--- src/rtl/mul_seq_pkg.sv ---
// Shared types and sizes for the iterative shift-add multiplier.
// The optional early-exit feature is selected with MUL_SEQ_EARLY_TERM_EN.
package mul_seq_pkg;

  localparam int WIDTH = 32;
  localparam int CNT_W = $clog2(WIDTH) + 1;

  typedef enum logic [1:0] {
    IDLE = 2'd0,
    RUN  = 2'd1,
    DONE = 2'd2
  } state_e;

endpackage

--- src/rtl/mul_seq_cla.sv ---
// 32-bit carry-lookahead adder: 4-bit lookahead groups, group carries chained.
// The clk port exists for slot compatibility; the adder is purely combinational.
module mul_seq_cla
  import mul_seq_pkg::*;
(
  input  logic             clk,
  input  logic [WIDTH-1:0] a,
  input  logic [WIDTH-1:0] op2,
  input  logic             cin,
  output logic [WIDTH-1:0] sum,
  output logic             cout
);

  logic             unused_clk;
  logic [WIDTH-1:0] g;
  logic [WIDTH-1:0] p;
  logic [WIDTH:0]   c;
  logic             gg;
  logic             pg;

  assign unused_clk = clk;
  assign g = a & op2;
  assign p = a ^ op2;

  always_comb begin
    c    = '0;
    gg   = 1'b0;
    pg   = 1'b0;
    c[0] = cin;
    for (int k = 0; k < WIDTH / 4; k++) begin
      c[4*k+1] = g[4*k] | (p[4*k] & c[4*k]);
      c[4*k+2] = g[4*k+1]
               | (p[4*k+1] & g[4*k])
               | (p[4*k+1] & p[4*k] & c[4*k]);
      c[4*k+3] = g[4*k+2]
               | (p[4*k+2] & g[4*k+1])
               | (p[4*k+2] & p[4*k+1] & g[4*k])
               | (p[4*k+2] & p[4*k+1] & p[4*k] & c[4*k]);
      gg = g[4*k+3]
         | (p[4*k+3] & g[4*k+2])
         | (p[4*k+3] & p[4*k+2] & g[4*k+1])
         | (p[4*k+3] & p[4*k+2] & p[4*k+1] & g[4*k]);
      pg = p[4*k+3] & p[4*k+2] & p[4*k+1] & p[4*k];
      c[4*k+4] = gg | (pg & c[4*k]);
    end
  end

  assign sum  = p ^ c[WIDTH-1:0];
  assign cout = c[WIDTH];

endmodule

--- src/rtl/mul_shift_add_seq.sv ---
// Iterative 32x32 unsigned shift-add multiplier, one conditional add per cycle.
// MUL_SEQ_EARLY_TERM_EN: exit as soon as the remaining multiplier bits are zero.
module mul_shift_add_seq
  import mul_seq_pkg::*;
(
  input  logic             clk,
  input  logic             rst,
  input  logic             start,
  input  logic [WIDTH-1:0] op_a,
  input  logic [WIDTH-1:0] op_b,
  output logic             busy,
  output logic             done,
  output logic [WIDTH-1:0] result_hi,
  output logic [WIDTH-1:0] result_lo
);

  state_e             state_q, state_d;
  logic [WIDTH-1:0]   m_q, m_d;
  logic [WIDTH-1:0]   acc_q, acc_d;
  logic [WIDTH-1:0]   q_q, q_d;
  logic [CNT_W-1:0]   cnt_q, cnt_d;
  logic [WIDTH-1:0]   hi_q, hi_d;
  logic [WIDTH-1:0]   lo_q, lo_d;

  logic [WIDTH-1:0]   op2;
  logic [WIDTH-1:0]   sum;
  logic               cout;
  logic [2*WIDTH-1:0] prod;
  logic [2*WIDTH-1:0] prod_fin;
  logic               last;
  logic               accept;

  mul_seq_cla u_cla (
    .clk  (clk),
    .a    (acc_q),
    .op2  (op2),
    .cin  (1'b0),
    .sum  (sum),
    .cout (cout)
  );

  assign op2  = q_q[0] ? m_q : '0;
  assign prod = {cout, sum, q_q[WIDTH-1:1]};

`ifdef MUL_SEQ_EARLY_TERM_EN
  logic [CNT_W-1:0] rem;
  logic [WIDTH-1:0] mask;

  // Zero-valued remaining iterations only shift, so do them all at once.
  always_comb begin
    rem      = CNT_W'(WIDTH - 1) - cnt_q;
    mask     = (WIDTH'(1) << rem) - WIDTH'(1);
    last     = ((q_q >> 1) & mask) == '0;
    prod_fin = last ? (prod >> rem) : prod;
  end
`else
  always_comb begin
    last     = cnt_q == CNT_W'(WIDTH - 1);
    prod_fin = prod;
  end
`endif

  assign accept = start && (state_q != RUN);

  always_comb begin
    state_d = state_q;
    m_d     = m_q;
    acc_d   = acc_q;
    q_d     = q_q;
    cnt_d   = cnt_q;
    hi_d    = hi_q;
    lo_d    = lo_q;
    unique case (state_q)
      IDLE: begin
        if (start) state_d = RUN;
      end
      RUN: begin
        {acc_d, q_d} = prod_fin;
        cnt_d        = cnt_q + CNT_W'(1);
        if (last) begin
          state_d      = DONE;
          {hi_d, lo_d} = prod_fin;
        end
      end
      DONE: begin
        state_d = start ? RUN : IDLE;
      end
      default: state_d = IDLE;
    endcase
    if (accept) begin
      m_d   = op_a;
      q_d   = op_b;
      acc_d = '0;
      cnt_d = '0;
    end
  end

  always_ff @(posedge clk or posedge rst) begin
    if (rst) begin
      state_q <= IDLE;
      m_q     <= '0;
      acc_q   <= '0;
      q_q     <= '0;
      cnt_q   <= '0;
      hi_q    <= '0;
      lo_q    <= '0;
    end else begin
      state_q <= state_d;
      m_q     <= m_d;
      acc_q   <= acc_d;
      q_q     <= q_d;
      cnt_q   <= cnt_d;
      hi_q    <= hi_d;
      lo_q    <= lo_d;
    end
  end

  assign busy      = state_q == RUN;
  assign done      = state_q == DONE;
  assign result_hi = hi_q;
  assign result_lo = lo_q;

endmodule

--- config.mk ---
export PLATFORM = sky130hd
export DESIGN_NAME = mul_shift_add_seq
export DESIGN_NICKNAME = d
export VERILOG_FILES = /design/src/rtl/mul_seq_pkg.sv /design/src/rtl/mul_seq_cla.sv /design/src/rtl/mul_shift_add_seq.sv
export SDC_FILE = /design/constraint.sdc
export NUM_CORES = 1
export LEC_CHECK = 0
export CAP_MARGIN = 20
export CORE_ASPECT_RATIO = 0.5
export CORE_MARGIN = 3
export CORE_UTILIZATION = 59
export DETAILED_ROUTE_END_ITERATION = 8
export GPL_ROUTABILITY_DRIVEN = 0
export PLACE_DENSITY = 0.95
export SLEW_MARGIN = 20
export SYNTH_ARGS = -nofsm -noshare
export SYNTH_HDL_FRONTEND = slang
export SYNTH_HIERARCHICAL = 1
export SYNTH_SLANG_ARGS = --single-unit
--- constraint.sdc ---
create_clock -name clk -period 12.9 [get_ports clk]
set_clock_uncertainty 0.1 [all_clocks]
set_input_delay 1.29 -clock clk [delete_from_list [all_inputs] [get_ports clk]]
set_output_delay 1.29 -clock clk [all_outputs]
set_load 0.05 [all_outputs]
==> run_results.csv <==
group,metric,value,unit
job,maxCapViolations,0,
synthesis,synth_cell_types,57,
sta,setup_viol,0,
sta,finalCriticalPeriod,4120,ps
floorplan,rows,30,
sta,post-route-period-util,0.319,
grt,antenna_found_initial,0,
power_and_ir_drop,peakVddDrop,0.112,mV
synthesis,ys_async_sr_fraction,1.00,
worst_hold_path,hold_path_class,"reg2reg",
routing,viasPerCell,5.75,
power_and_ir_drop,power.density,109,nW/um^2
clock_tree,cts_hold_buf,0,
floorplan,die_w,176,um
critical_path,required,11510,ps
synthesis,synth-edff-count,0,
routing,drcViolationCount,0,
placement,place_inst,1012,
clock_tree,cts.clk_slew.worst_paths,60,ps
layout,final_cell_mix,"168 x dfrtp_1, 131 x clkdlybuf4s50_1, 111 x nand2_1",
grt,grt_max_degree,86,
critical_path,arrival,2730,ps
grt,first_global_vias,6521,
grt,grt_use_total,0.259,
synthesis,syn-cell-area,8510,sq um
sta,tns,0,ps
layout,layout_commonest_cell,"dfrtp_1",
floorplan,start_util,0.616,
sta,worstMarginPinSlew,923,ps
synthesis,ys.flop_type,"dfrtp_1",
layout,stdcell_count,1044,
synthesis,ys_seq_elements,168,
routing,drt-initial-drc-count,439,
routing,vias,5998,
clock_tree,post_cts_resize_count,0,
sta,rsz0062_at_grt,"false",
placement,io_buffers,132,
layout,fin_util,0.758,
clock_tree,cts_tree,"yes",
clock_tree,numCtsBuffers,17,
routing,wire_per_inst,19.5,um
clock_tree,h-tree-depth,4,
layout,register_area,4200,sq um
layout,fill_cells,822,
floorplan,die_area,16000,sq um
grt,overflow,0,
floorplan,core,13800,sq um
routing,ant_nets,0,
layout,nets,947,
synthesis,postSynthAreaPerCell,11.9,sq um
sta,drv_slew,0,
clock_tree,post_cts_buffers,0,
sta,fmax,0.243,GHz
clock_tree,clock_path_buffers,2,
critical_path,critPathKind,"reg2out",
synthesis,yosysTopAreaCell,"dfrtp_1",
critical_path,end_kind,"output pin",
layout,drive_above_1_share,0.185,
sta,hold_viol,0,
clock_tree,clock-sinks,168,
layout,antenna_cells,0,
clock_tree,clock_latency,420,ps
floorplan,ios,133,
floorplan,fp.dieH,90.9,um
sta,slew_headroom,0.385,
synthesis,syn_inst,716,
critical_path,path_max_fanout,55,
routing,postRouteWirelength,20.4,mm
synthesis,seq_area_frac_synth,0.494,
power_and_ir_drop,p_leak,0.00498,uW
placement,dpl.hpwl,12.8,mm
outcome,status,"completed",
grt,grt_pass1_wl,33.1,mm
synthesis,netlist_top_cells_area,"dfrtp_1 49%, mux2_4 8.6%, mux2_2 6.4%",
routing,dr.pass1.iters,6,
layout,multi_input_area,4030,sq um
critical_path,cp-start-kind,"register",
synthesis,synth_top_area_frac,0.494,
clock_tree,root_buffer,"clkbuf_16",
layout,areaGrowthSynthToFinish,23.0,%
synthesis,ys_warn_count,6,
per-layer routing:
layer	vias to the layer above	track usage	routed length, um
met5	-	0	0
met4	0	0.110	612
met3	59	0.0363	1010
met2	244	0.450	10200
met1	2980	0.327	8530
li1	2715	-	-
critical path: stages, from the launching register on:
cell	delay, ps
dfrtp_1	410
nand2b_1	370
clkinv_2	620
clkdlybuf4s50_1	910
layout make-up:
type	instances	share of cell area
timing repair buffer	139	0.131
tap	192	0.0229
clock inverter	11	0.0108
multi-input combinational	502	0.384
clock buffer	21	0.0449
sequential	168	0.401
inverter	11	0.00454
power by group:
part / leakage [uW] / switching, uW / internal (uW)
Clock: 0.000273 / 219 / 285
Sequential: 0.00220 / 8.62 / 538
Combinational: 0.00251 / 49.0 / 44.9
worst paths after layout:
kind                       startpoint             to  slack (ps)  depth (start not counted)
max reg2reg                    q_q[0]  result_hi[24]        8860                         11
min                            m_q[0]         m_q[0]         400                          1
min reg2reg                    m_q[0]         m_q[0]         400                          1
max                        state_q[0]           busy        8780                          3
min in group asynchronous         rst        q_q[15]        1290                          2
max in group asynchronous         rst        m_q[20]       10170                          3
registers in the layout (all words and copies together), names as in the netlist:
register,cells
cnt_q,6
m_q,32
result_hi,32
acc_q,32
q_q,32
result_lo,32
state_q,2
synth_stat cells, drive strengths merged (2+ instances only):
cell type and instances:
buf 23, a21o 10, o21bai 3, nand2 111, a21oi 21, mux2 97
nor2 9, and2 33, fa 8, nand2b 4, mux2i 34, ha 33
inv 11, nand3 4, a31oi 3, xnor2 11, a31o 2, dfrtp 168
xor2 12, nand4 3, o21ai 76, clkbuf 14, a211oi 4, nor2b 3
and3 3
logic make-up after synthesis:
kind of cell               Yosys count  share of synthesized area
other                                1                   0.000441
muxes                              131                      0.190
buffers and inverters               48                     0.0340
and+or+nand+nor                    177                     0.0991
xor gates and xnor gates            23                     0.0237
adders and majority gates           41                     0.0673
DFF                                168                      0.494
AOI/OAI and AO/OA                  127                     0.0917
through the flow:
step	hold WS, ps	instance area, sq um	setup slack [ps]	power [uW]
2_1_floorplan	370	8520	6960	609
3_3_place_gp	384	9890	9290	647
3_5_place_dp	387	9890	9140	651
4_1_cts	403	10500	8770	1150
5_1_grt	428	10500	8610	1180
6_report	400	10500	8780	1140
Note: power is estimated with default switching activity, not from simulation.
